$ cat config.mk
export PLATFORM = sky130hd
export DESIGN_NAME = mem_port_arbiter_flat
export DESIGN_NICKNAME = d
export VERILOG_FILES = /design/src/rtl/mem_port_arbiter_if.sv /design/src/rtl/mem_port_arbiter.sv /design/src/flat_wrapper.sv
export SDC_FILE = /design/constraint.sdc
export NUM_CORES = 1
export LEC_CHECK = 0
export ABC_AREA = 1
export BUFFER_PORTS_ARGS = -buffer_cell sky130_fd_sc_hd__buf_4
export CAP_MARGIN = 15
export CELL_PAD_IN_SITES_DETAIL_PLACEMENT = 1
export CELL_PAD_IN_SITES_GLOBAL_PLACEMENT = 1
export CORE_MARGIN = 2
export CORE_UTILIZATION = 33
export DETAILED_ROUTE_END_ITERATION = 16
export GPL_TIMING_DRIVEN = 0
export HOLD_SLACK_MARGIN = 0.15
export PLACE_DENSITY_LB_ADDON = 0.1
export RECOVER_POWER = 25
export SYNTH_ARGS = -nofsm -noshare
export SYNTH_HDL_FRONTEND = slang
export SYNTH_SLANG_ARGS = --single-unit
export TNS_END_PERCENT = 100
$ cat constraint.sdc
create_clock -name clk -period 2.6 [get_ports clk]
set_input_delay 0.26 -clock clk [delete_from_list [all_inputs] [get_ports clk]]
set_output_delay 0.26 -clock clk [all_outputs]
set_load 0.02 [all_outputs]
$ cat src/rtl/mem_port_arbiter_if.sv
// Shared memory port bundle between the arbiter (master) and the memory (slave).
// Command fields are held stable by the master while mem_req is high.
interface mem_port_arbiter_if #(
    parameter int unsigned ADDR_W = 32,
    parameter int unsigned DATA_W = 32
);
    localparam int unsigned STRB_W = DATA_W / 8;

    logic              mem_req;
    logic              mem_we;
    logic [ADDR_W-1:0] mem_addr;
    logic [DATA_W-1:0] mem_wdata;
    logic [STRB_W-1:0] mem_wstrb;
    logic              mem_ready;
    logic [DATA_W-1:0] mem_rdata;

    modport master (
        output mem_req, mem_we, mem_addr, mem_wdata, mem_wstrb,
        input  mem_ready, mem_rdata
    );

    modport slave (
        input  mem_req, mem_we, mem_addr, mem_wdata, mem_wstrb,
        output mem_ready, mem_rdata
    );
endinterface

$ cat src/rtl/mem_port_arbiter.sv
// Single-port memory arbiter between instruction fetch and load/store, with fetch-kill support.
// Define MEM_ARB_STARVE_GUARD_EN to compile in the data-streak starvation guard for fetch.
module mem_port_arbiter #(
    parameter int unsigned ADDR_W          = 32,
    parameter int unsigned DATA_W          = 32,
    parameter int unsigned MAX_DATA_STREAK = 4
) (
    input  logic                  clk,
    input  logic                  rst_n,
    input  logic                  if_req,
    input  logic [ADDR_W-1:0]     if_addr,
    input  logic                  if_kill,
    input  logic                  dm_req,
    input  logic                  dm_we,
    input  logic [ADDR_W-1:0]     dm_addr,
    input  logic [DATA_W-1:0]     dm_wdata,
    input  logic [DATA_W/8-1:0]   dm_wstrb,
    mem_port_arbiter_if.master    mem,
    output logic                  if_valid,
    output logic [DATA_W-1:0]     if_rdata,
    output logic                  dm_valid,
    output logic [DATA_W-1:0]     dm_rdata,
    output logic                  stall_if,
    output logic                  stall_mem
);
    localparam int unsigned STRB_W = DATA_W / 8;

    typedef enum logic [1:0] {
        IDLE    = 2'd0,
        BUSY_IF = 2'd1,
        BUSY_DM = 2'd2
    } state_t;

    state_t state;
    state_t state_nxt;

    logic              kill_flag;
    logic              override;
    logic              grant_if;
    logic              grant_dm;

    logic              mem_req_nxt;
    logic              mem_we_nxt;
    logic [ADDR_W-1:0] mem_addr_nxt;
    logic [DATA_W-1:0] mem_wdata_nxt;
    logic [STRB_W-1:0] mem_wstrb_nxt;
    logic              if_valid_nxt;
    logic [DATA_W-1:0] if_rdata_nxt;
    logic              dm_valid_nxt;
    logic [DATA_W-1:0] dm_rdata_nxt;
    logic              kill_nxt;

`ifdef MEM_ARB_STARVE_GUARD_EN
    localparam int unsigned STREAK_W = $clog2(MAX_DATA_STREAK + 1);

    logic [STREAK_W-1:0] streak_cnt;

    assign override = if_req && (streak_cnt == STREAK_W'(MAX_DATA_STREAK));

    // Counts data grants that a pending fetch has lost; saturates at the limit.
    always_ff @(posedge clk) begin
        if (!rst_n) begin
            streak_cnt <= '0;
        end else if (!if_req || grant_if) begin
            streak_cnt <= '0;
        end else if (grant_dm && (streak_cnt != STREAK_W'(MAX_DATA_STREAK))) begin
            streak_cnt <= streak_cnt + STREAK_W'(1);
        end
    end
`else
    assign override = 1'b0;
`endif

    // Raw dm_req keeps priority even in its valid cycle, so a stale data request
    // blocks fetch for that cycle rather than letting fetch slip in.
    assign grant_if = (state == IDLE) && if_req && !if_valid && (!dm_req || override);
    assign grant_dm = (state == IDLE) && dm_req && !dm_valid && !override;

    assign stall_if  = if_req & ~if_valid;
    assign stall_mem = dm_req & ~dm_valid;

    always_ff @(posedge clk) begin
        if (!rst_n) begin
            state <= IDLE;
        end else begin
            state <= state_nxt;
        end
    end

    always_comb begin
        state_nxt = state;
        case (state)
            IDLE: begin
                if (grant_if) begin
                    state_nxt = BUSY_IF;
                end else if (grant_dm) begin
                    state_nxt = BUSY_DM;
                end
            end
            BUSY_IF, BUSY_DM: begin
                if (mem.mem_ready) begin
                    state_nxt = IDLE;
                end
            end
            default: state_nxt = IDLE;
        endcase
    end

    always_comb begin
        mem_req_nxt   = mem.mem_req;
        mem_we_nxt    = mem.mem_we;
        mem_addr_nxt  = mem.mem_addr;
        mem_wdata_nxt = mem.mem_wdata;
        mem_wstrb_nxt = mem.mem_wstrb;
        if_valid_nxt  = 1'b0;
        if_rdata_nxt  = if_rdata;
        dm_valid_nxt  = 1'b0;
        dm_rdata_nxt  = dm_rdata;
        kill_nxt      = kill_flag;
        case (state)
            IDLE: begin
                if (grant_if) begin
                    mem_req_nxt   = 1'b1;
                    mem_we_nxt    = 1'b0;
                    mem_addr_nxt  = if_addr;
                    mem_wdata_nxt = '0;
                    mem_wstrb_nxt = '0;
                    kill_nxt      = if_kill;
                end else if (grant_dm) begin
                    mem_req_nxt   = 1'b1;
                    mem_we_nxt    = dm_we;
                    mem_addr_nxt  = dm_addr;
                    mem_wdata_nxt = dm_wdata;
                    mem_wstrb_nxt = dm_wstrb;
                end
            end
            BUSY_IF: begin
                if (mem.mem_ready) begin
                    mem_req_nxt = 1'b0;
                    kill_nxt    = 1'b0;
                    // A killed fetch still drains from the port but is never delivered.
                    if (!kill_flag && !if_kill) begin
                        if_valid_nxt = 1'b1;
                        if_rdata_nxt = mem.mem_rdata;
                    end
                end else begin
                    kill_nxt = kill_flag | if_kill;
                end
            end
            BUSY_DM: begin
                if (mem.mem_ready) begin
                    mem_req_nxt  = 1'b0;
                    dm_valid_nxt = 1'b1;
                    dm_rdata_nxt = mem.mem_we ? '0 : mem.mem_rdata;
                end
            end
            default: begin
                mem_req_nxt = 1'b0;
                kill_nxt    = 1'b0;
            end
        endcase
    end

    always_ff @(posedge clk) begin
        if (!rst_n) begin
            mem.mem_req   <= 1'b0;
            mem.mem_we    <= 1'b0;
            mem.mem_addr  <= '0;
            mem.mem_wdata <= '0;
            mem.mem_wstrb <= '0;
            if_valid      <= 1'b0;
            if_rdata      <= '0;
            dm_valid      <= 1'b0;
            dm_rdata      <= '0;
            kill_flag     <= 1'b0;
        end else begin
            mem.mem_req   <= mem_req_nxt;
            mem.mem_we    <= mem_we_nxt;
            mem.mem_addr  <= mem_addr_nxt;
            mem.mem_wdata <= mem_wdata_nxt;
            mem.mem_wstrb <= mem_wstrb_nxt;
            if_valid      <= if_valid_nxt;
            if_rdata      <= if_rdata_nxt;
            dm_valid      <= dm_valid_nxt;
            dm_rdata      <= dm_rdata_nxt;
            kill_flag     <= kill_nxt;
        end
    end
endmodule

$ cat src/flat_wrapper.sv
// flat-port wrapper written by rule: the top's interface ports become plain ports
module mem_port_arbiter_flat 
#(
    parameter int unsigned ADDR_W          = 32,
    parameter int unsigned DATA_W          = 32,
    parameter int unsigned MAX_DATA_STREAK = 4
)
  (clk, rst_n, if_req, if_addr, if_kill, dm_req, dm_we, dm_addr, dm_wdata, dm_wstrb, if_valid, if_rdata, dm_valid, dm_rdata, stall_if, stall_mem, mem_mem_req, mem_mem_we, mem_mem_addr, mem_mem_wdata, mem_mem_wstrb, mem_mem_ready, mem_mem_rdata);
  mem_port_arbiter_if #(.ADDR_W(ADDR_W), .DATA_W(DATA_W)) mem_i ();
  input  logic clk;
  input  logic rst_n;
  input  logic if_req;
  input  logic [ADDR_W-1:0] if_addr;
  input  logic if_kill;
  input  logic dm_req;
  input  logic dm_we;
  input  logic [ADDR_W-1:0] dm_addr;
  input  logic [DATA_W-1:0] dm_wdata;
  input  logic [DATA_W/8-1:0] dm_wstrb;
  output logic if_valid;
  output logic [DATA_W-1:0] if_rdata;
  output logic dm_valid;
  output logic [DATA_W-1:0] dm_rdata;
  output logic stall_if;
  output logic stall_mem;
  output wire logic [$bits(mem_i.mem_req)-1:0] mem_mem_req;
  output wire logic [$bits(mem_i.mem_we)-1:0] mem_mem_we;
  output wire logic [$bits(mem_i.mem_addr)-1:0] mem_mem_addr;
  output wire logic [$bits(mem_i.mem_wdata)-1:0] mem_mem_wdata;
  output wire logic [$bits(mem_i.mem_wstrb)-1:0] mem_mem_wstrb;
  input wire logic [$bits(mem_i.mem_ready)-1:0] mem_mem_ready;
  input wire logic [$bits(mem_i.mem_rdata)-1:0] mem_mem_rdata;
  assign mem_mem_req = mem_i.mem_req;
  assign mem_mem_we = mem_i.mem_we;
  assign mem_mem_addr = mem_i.mem_addr;
  assign mem_mem_wdata = mem_i.mem_wdata;
  assign mem_mem_wstrb = mem_i.mem_wstrb;
  assign mem_i.mem_ready = mem_mem_ready;
  assign mem_i.mem_rdata = mem_mem_rdata;
  mem_port_arbiter #(.ADDR_W(ADDR_W), .DATA_W(DATA_W), .MAX_DATA_STREAK(MAX_DATA_STREAK)) u_core (.clk(clk), .rst_n(rst_n), .if_req(if_req), .if_addr(if_addr), .if_kill(if_kill), .dm_req(dm_req), .dm_we(dm_we), .dm_addr(dm_addr), .dm_wdata(dm_wdata), .dm_wstrb(dm_wstrb), .mem(mem_i), .if_valid(if_valid), .if_rdata(if_rdata), .dm_valid(dm_valid), .dm_rdata(dm_rdata), .stall_if(stall_if), .stall_mem(stall_mem));
endmodule
==> results.json, run 1 <==
{
  "status": "finished, final reports clean",
  "fillers": 2149,
  "ys_seq_area_share_pct": 51.0,
  "synth-compound-area-share_pct": 12.7,
  "holdCritStartpoint": "dm_addr[3]",
  "grt_pass1_vias": 6702,
  "drive_gt1_share_pct": 24.6,
  "area_delta_synth_final_pct": 62.6,
  "synthesis.area_um2": 5450,
  "setup_viol": 0,
  "timing.final.crit_share_pct": 70.6,
  "rr_worst_depth": 7,
  "place_hpwl_um": 14600,
  "maxCapViolCount": 0,
  "diodes": 0,
  "dr.pass1.iters": 4,
  "report.final.slew_viol_count": 0,
  "powerDensity_nw_per_um2": 763,
  "drt_wl_total_um": 21400,
  "io_buffers": 276,
  "synth_top_family_by_area": "simple AND/OR/NAND/NOR gates",
  "worstPathRequired_ns": 2.95,
  "cts_tree": "built",
  "post_cts_resized": 0,
  "cts_buffer_depth": 2,
  "avgSynthCellArea_um2": 7.37,
  "grt_antenna_before_repair": 0,
  "ys_warn_count": 0,
  "endpoint_kind": "flip-flop",
  "synthTopCellsByArea": "dfxtp_1, nand2_1, nor2_1",
  "clk_latency_ns": 0.42,
  "p_total_uw": 6770,
  "final_nets": 1251,
  "synth-xor-area-share_pct": 0,
  "track_usage_pct": 24.5,
  "cts_root_buffer": "clkbuf_16",
  "routedWlPerCell_um": 16.0,
  "fin_util_pct": 54.2,
  "via_per_inst": 4.70,
  "clk_pin_slew_ns": 0.07,
  "synth_area_leader_cell": "dfxtp_1",
  "synth_cell_type_count": 21,
  "grt_pass1_wl_um": 34500,
  "period_minus_slack_ns": 1.84,
  "crit_arrival_ns": 2.19,
  "ir_worst_vdd_mv": 0.462,
  "synth_fa_ha_area_share_pct": 0.918,
  "leakagePower_uw": 0.00413,
  "drc": 0,
  "ant_nets": 0,
  "max_freq_mhz": 545,
  "critical_path.startpoint": "u_core.state[0]",
  "skew_ns": 0.0141,
  "muxShareOfSynthArea_pct": 0,
  "rsz0062_at_grt": "false",
  "final_common_cell": "buf_4",
  "cp_max_fo": 10,
  "synth_seq_cells": 139,
  "fin_hold_ws_ns": 0.159,
  "hold_viol": 0,
  "htreeDepth": 4,
  "vias": 6304,
  "ios": 277,
  "yosys.area.top_type_share_pct": 51.0,
  "whs_path_depth": 5,
  "syn_inst": 740,
  "die_h_um": 133,
  "tightest_slew_ns": 0.528,
  "initial_utilization_pct": 33.4,
  "die_area_um2": 17600,
  "coreArea_um2": 16300,
  "grt_max_degree": 17,
  "clock_sink_count": 139,
  "layout_common_cells": "buf_4, nand2_1, dfxtp_1, nor2_1, clkbuf_1",
  "synth-simple-area-share_pct": 27.3,
  "hold_path.class": "in2reg",
  "setup_tns_ns": 0,
  "gr-total-overflow": 0,
  "die_x_um": 133,
  "crit_path_start_kind": "flip-flop",
  "drtIter0Drc": 189,
  "slew_headroom_pct": 64.8,
  "numCtsBuffers": 17,
  "rows": 47,
  "path_class": "reg2reg",
  "r2r-start": "u_core.state[0]",
  "place.gp.congestion": 0.795,
  "synth_fp_nets": 883
}
Yosys cell counts, drive strengths merged:
cell type    n
nor2       140
ha           4
clkbuf      18
clkinv       1
inv         46
nand3       70
o21bai       1
nand2      154
o21ai       96
dfxtp      139
buf         30
a21oi       41
per-stage QoR:
| stage | std cells | setup WS [ns] | cell area (um2) |
|---|---|---|---|
| 6_report | 1341 | 0.765 | 8870 |
| 5_1_grt | 1341 | 0.649 | 8870 |
| 4_1_cts | 1341 | 0.807 | 9130 |
| 3_5_place_dp | 1236 | 0.875 | 7800 |
| 3_3_place_gp | 1236 | 0.887 | 7800 |
| 2_1_floorplan | 740 | 1.15 | 5450 |
flip-flops by register name (all words and copies together), names as in the netlist:
register              cells
u_core.kill_flag          1
u_core.mem.mem_wstrb      4
u_core.mem.mem_addr      32
u_core.if_valid           1
u_core.mem.mem_req        1
u_core.mem.mem_we         1
u_core.dm_rdata          32
u_core.mem.mem_wdata     32
u_core.if_rdata          32
u_core.dm_valid           1
u_core.state              2
path summary, 6_finish.rpt:
path	end	slack [ns]
worst max-delay path	u_core.dm_rdata[6]	0.76
worst min-delay path	u_core.mem.mem_addr[3]	0.16
worst max register to register	u_core.dm_rdata[6]	0.76
worst min register to register	u_core.mem.mem_wdata[17]	0.47
power by group:
group / total (uW) / switching, uW / internal (uW)
clock: 2450 / 982 / 1470
sequential: 2520 / 134 / 2380
combinational: 1800 / 1120 / 683
total: 6770 / 2240 / 4530
layer usage:
layer	track usage, %	vias up	share of wire [%]
met1	27.6	2952	40
met4	10.5	0	3.2
met3	7.47	50	7.5
met5	0	-	0
met2	42.7	203	49
li1	-	3099	-
worst max-delay path: stages, from the launching register on:
cell     delay, ns
dfxtp_1       0.32
inv_1         0.11
ha_1          0.19
nand2_1       0.18
nor2_1        0.40
buf_2         0.30
nand3_1       0.11
nand2_1       0.16
layout make-up:
type                            instances  area [um2]  share of cell area [%]
Sequential cell                       139        2780                    31.4
Multi-Input combinational cell        506        2230                    25.2
Tap cell                              220         275                    3.10
Clock inverter                         13         141                    1.59
Timing Repair Buffer                  349        2540                    28.7
Inverter                               47         178                    2.00
Clock buffer                           19         453                    5.11
Buffer                                 48         259                    2.92
cells by family (layout without fill, tap and decap cells):
| family | count (synthesis) | in the layout |
|---|---|---|
| AND/OR/NAND/NOR | 364 | 364 |
| buffers and inverters | 95 | 476 |
| adder cells (fa/ha/maj) | 4 | 4 |
| AO/OA/AOI/OAI | 138 | 138 |
| flip-flops | 139 | 139 |
timing repair:
| item | CTS | global route |
|---|---|---|
| buffers inserted | 0 | 0 |
| endpoints found under the hold margin | 102 | 0 |
| hold buffers | 73 | 0 |
Power figures use the tool's default switching activity.
==> inputs of run 2 (changes only) <==
- CORE_UTILIZATION: 33 -> 28
- clock period: 2.6 -> 1.5 ns (I/O delays scaled with it)
==> run 2 against run 1 <==
Net effect:
- the run now ends with setup timing left
- first-iteration DRC count decreased by 29%
- die area increased by 17%
- critical path type unchanged
- critical path depth increased by 4
- sequential power increased by 74%
- sequential share of layout area decreased by 5.3 points
- cell count increased by 10%
- critical endpoint is now u_core.mem.mem_addr[11]
- register-to-register slack got worse by 0.85 ns
- clock-buffer cell count unchanged
- worst setup slack got worse by 0.85 ns
==> results.json, run 2 (synthesized netlist as in run 1, its figures left out) <==
{
  "drc": 0,
  "grt_pass1_vias": 7088,
  "final_common_cell": "buf_4",
  "ios": 277,
  "final_area_um2": 10700,
  "routedWlPerCell_um": 16.9,
  "clk_pin_slew_ns": 0.06,
  "place_area_um2": 7860,
  "track_usage_pct": 22.5,
  "path_class": "reg2reg",
  "grt_antenna_before_repair": 0,
  "layout_common_cells": "buf_4, dlygate4sd3_1, dfxtp_1, nand2_1, nor2_1",
  "rsz0062_at_grt": "true",
  "area_delta_synth_final_pct": 95.8,
  "hold_viol": 0,
  "die_area_um2": 20600,
  "leakagePower_uw": 0.00489,
  "htreeDepth": 4,
  "drive_gt1_share_pct": 34.5,
  "crit_path_start_kind": "flip-flop",
  "grt_max_degree": 17,
  "pre_cts_ws_ns": -0.260,
  "dr.pass1.iters": 4,
  "grt_pass1_wl_um": 36100,
  "worst_slack_ns": -0.0878,
  "cp_max_fo": 6,
  "use_met3_pct": 6.06,
  "cts_buffer_depth": 2,
  "fin_util_pct": 55.4,
  "timing.final.crit_share_pct": 106,
  "violations": "setup timing",
  "clock_sink_count": 139,
  "drt_wl_total_um": 24900,
  "crit_arrival_ns": 1.94,
  "tightest_slew_ns": 0.563,
  "fillers": 2323,
  "max_freq_mhz": 630,
  "vias": 6695,
  "setup_viol": 56,
  "clk_latency_ns": 0.42,
  "met2_usage_pct": 39.7,
  "die_h_um": 144,
  "skew_ns": 0.00940,
  "slew_headroom_pct": 62.5,
  "die_x_um": 144,
  "numCtsBuffers": 17,
  "fin_hold_ws_ns": 0.216,
  "gr-max-usage-layer": "met2",
  "endpoint_kind": "flip-flop",
  "place.gp.congestion": 0.764,
  "rows": 51,
  "cts_tree": "built",
  "use_met1_pct": 25.8,
  "ir_worst_vdd_mv": 0.930,
  "coreArea_um2": 19300,
  "maxCapViolCount": 0,
  "final_nets": 1340,
  "diodes": 0,
  "setup_tns_ns": -1.51,
  "powerDensity_nw_per_um2": 1260,
  "io_buffers": 276,
  "cts_root_buffer": "clkbuf_16",
  "via_per_inst": 4.54,
  "report.final.slew_viol_count": 0,
  "rrSetupSlack_ns": -0.09,
  "drtIter0Drc": 135,
  "initial_utilization_pct": 28.3,
  "status": "finished, violations left",
  "hold_path.class": "in2reg",
  "period_minus_slack_ns": 1.59,
  "worstPathRequired_ns": 1.85,
  "place_hpwl_um": 15100,
  "gr-total-overflow": 0,
  "ant_nets": 0
}
## run 2: changes by cell type in the layout (fill, tap and decap cells not counted), sizes merged
cell and delta:
bufinv +2, dlygate4sd3 +64, buf +40, clkbuf -15
clkinvlp -6, inv -1, clkinv +5
## run 2: repair_timing
| item | CTS | global route |
|---|---|---|
| cloned | 2 | 5 |
| endpoints found under the setup margin | 131 | 128 |
| hold buffers | 136 | 1 |
| buffers inserted | 13 | 6 |
| pin swaps | 5 | 35 |
| resized for setup | 94 | 152 |
| hold endpoints to repair | 136 | 2 |
## run 2: report_power, final
group | switching, uW | total (uW) | internal [uW]
logic | 2490 | 4550 | 2060
clock network | 1710 | 4510 | 2800
registers | 251 | 4390 | 4140
## run 2: critical path, stage by stage (launching register included)
cell and delay (ns):
dfxtp_2 0.33, inv_4 0.07, ha_4 0.15, inv_4 0.05, nor2_4 0.11, nand2_4 0.08
buf_12 0.15, buf_12 0.14, clkbuf_16 0.16, o21ai_2 0.14, nor2_1 0.06, nor2_1 0.10
## run 2: metal layers
metal / vias to the layer above / part of all wire (%)
li1: 3283 / -
met1: 3147 / 40
met2: 219 / 52
met3: 46 / 5.9
met4: 0 / 2.5
met5: - / 0
## run 2: stage by stage
step                total power (uW)  cells
detailed placement              7640   1281
finish                         13500   1475
global route                   14100   1475
floorplan                       6170    740
CTS                            12900   1464
global placement                7600   1281
## run 2: area by class of cell
type	count	area (um2)	area share [%]
inverter	47	223	2.09
buffer	47	448	4.19
tap	265	332	3.10
multi-input combinational	506	2660	24.9
clock inverter	13	191	1.79
clock buffer	19	433	4.05
sequential	139	2790	26.1
timing repair buffer	439	3610	33.8
## run 2: path summary, 6_finish.rpt
kind                      startpoint                      end  depth (start not counted)
max                  u_core.state[0]  u_core.mem.mem_addr[11]                         11
min                           dm_req         u_core.kill_flag                          4
max reg2reg          u_core.state[0]  u_core.mem.mem_addr[11]                         11
min reg2reg  u_core.mem.mem_wstrb[3]  u_core.mem.mem_wstrb[3]                          2
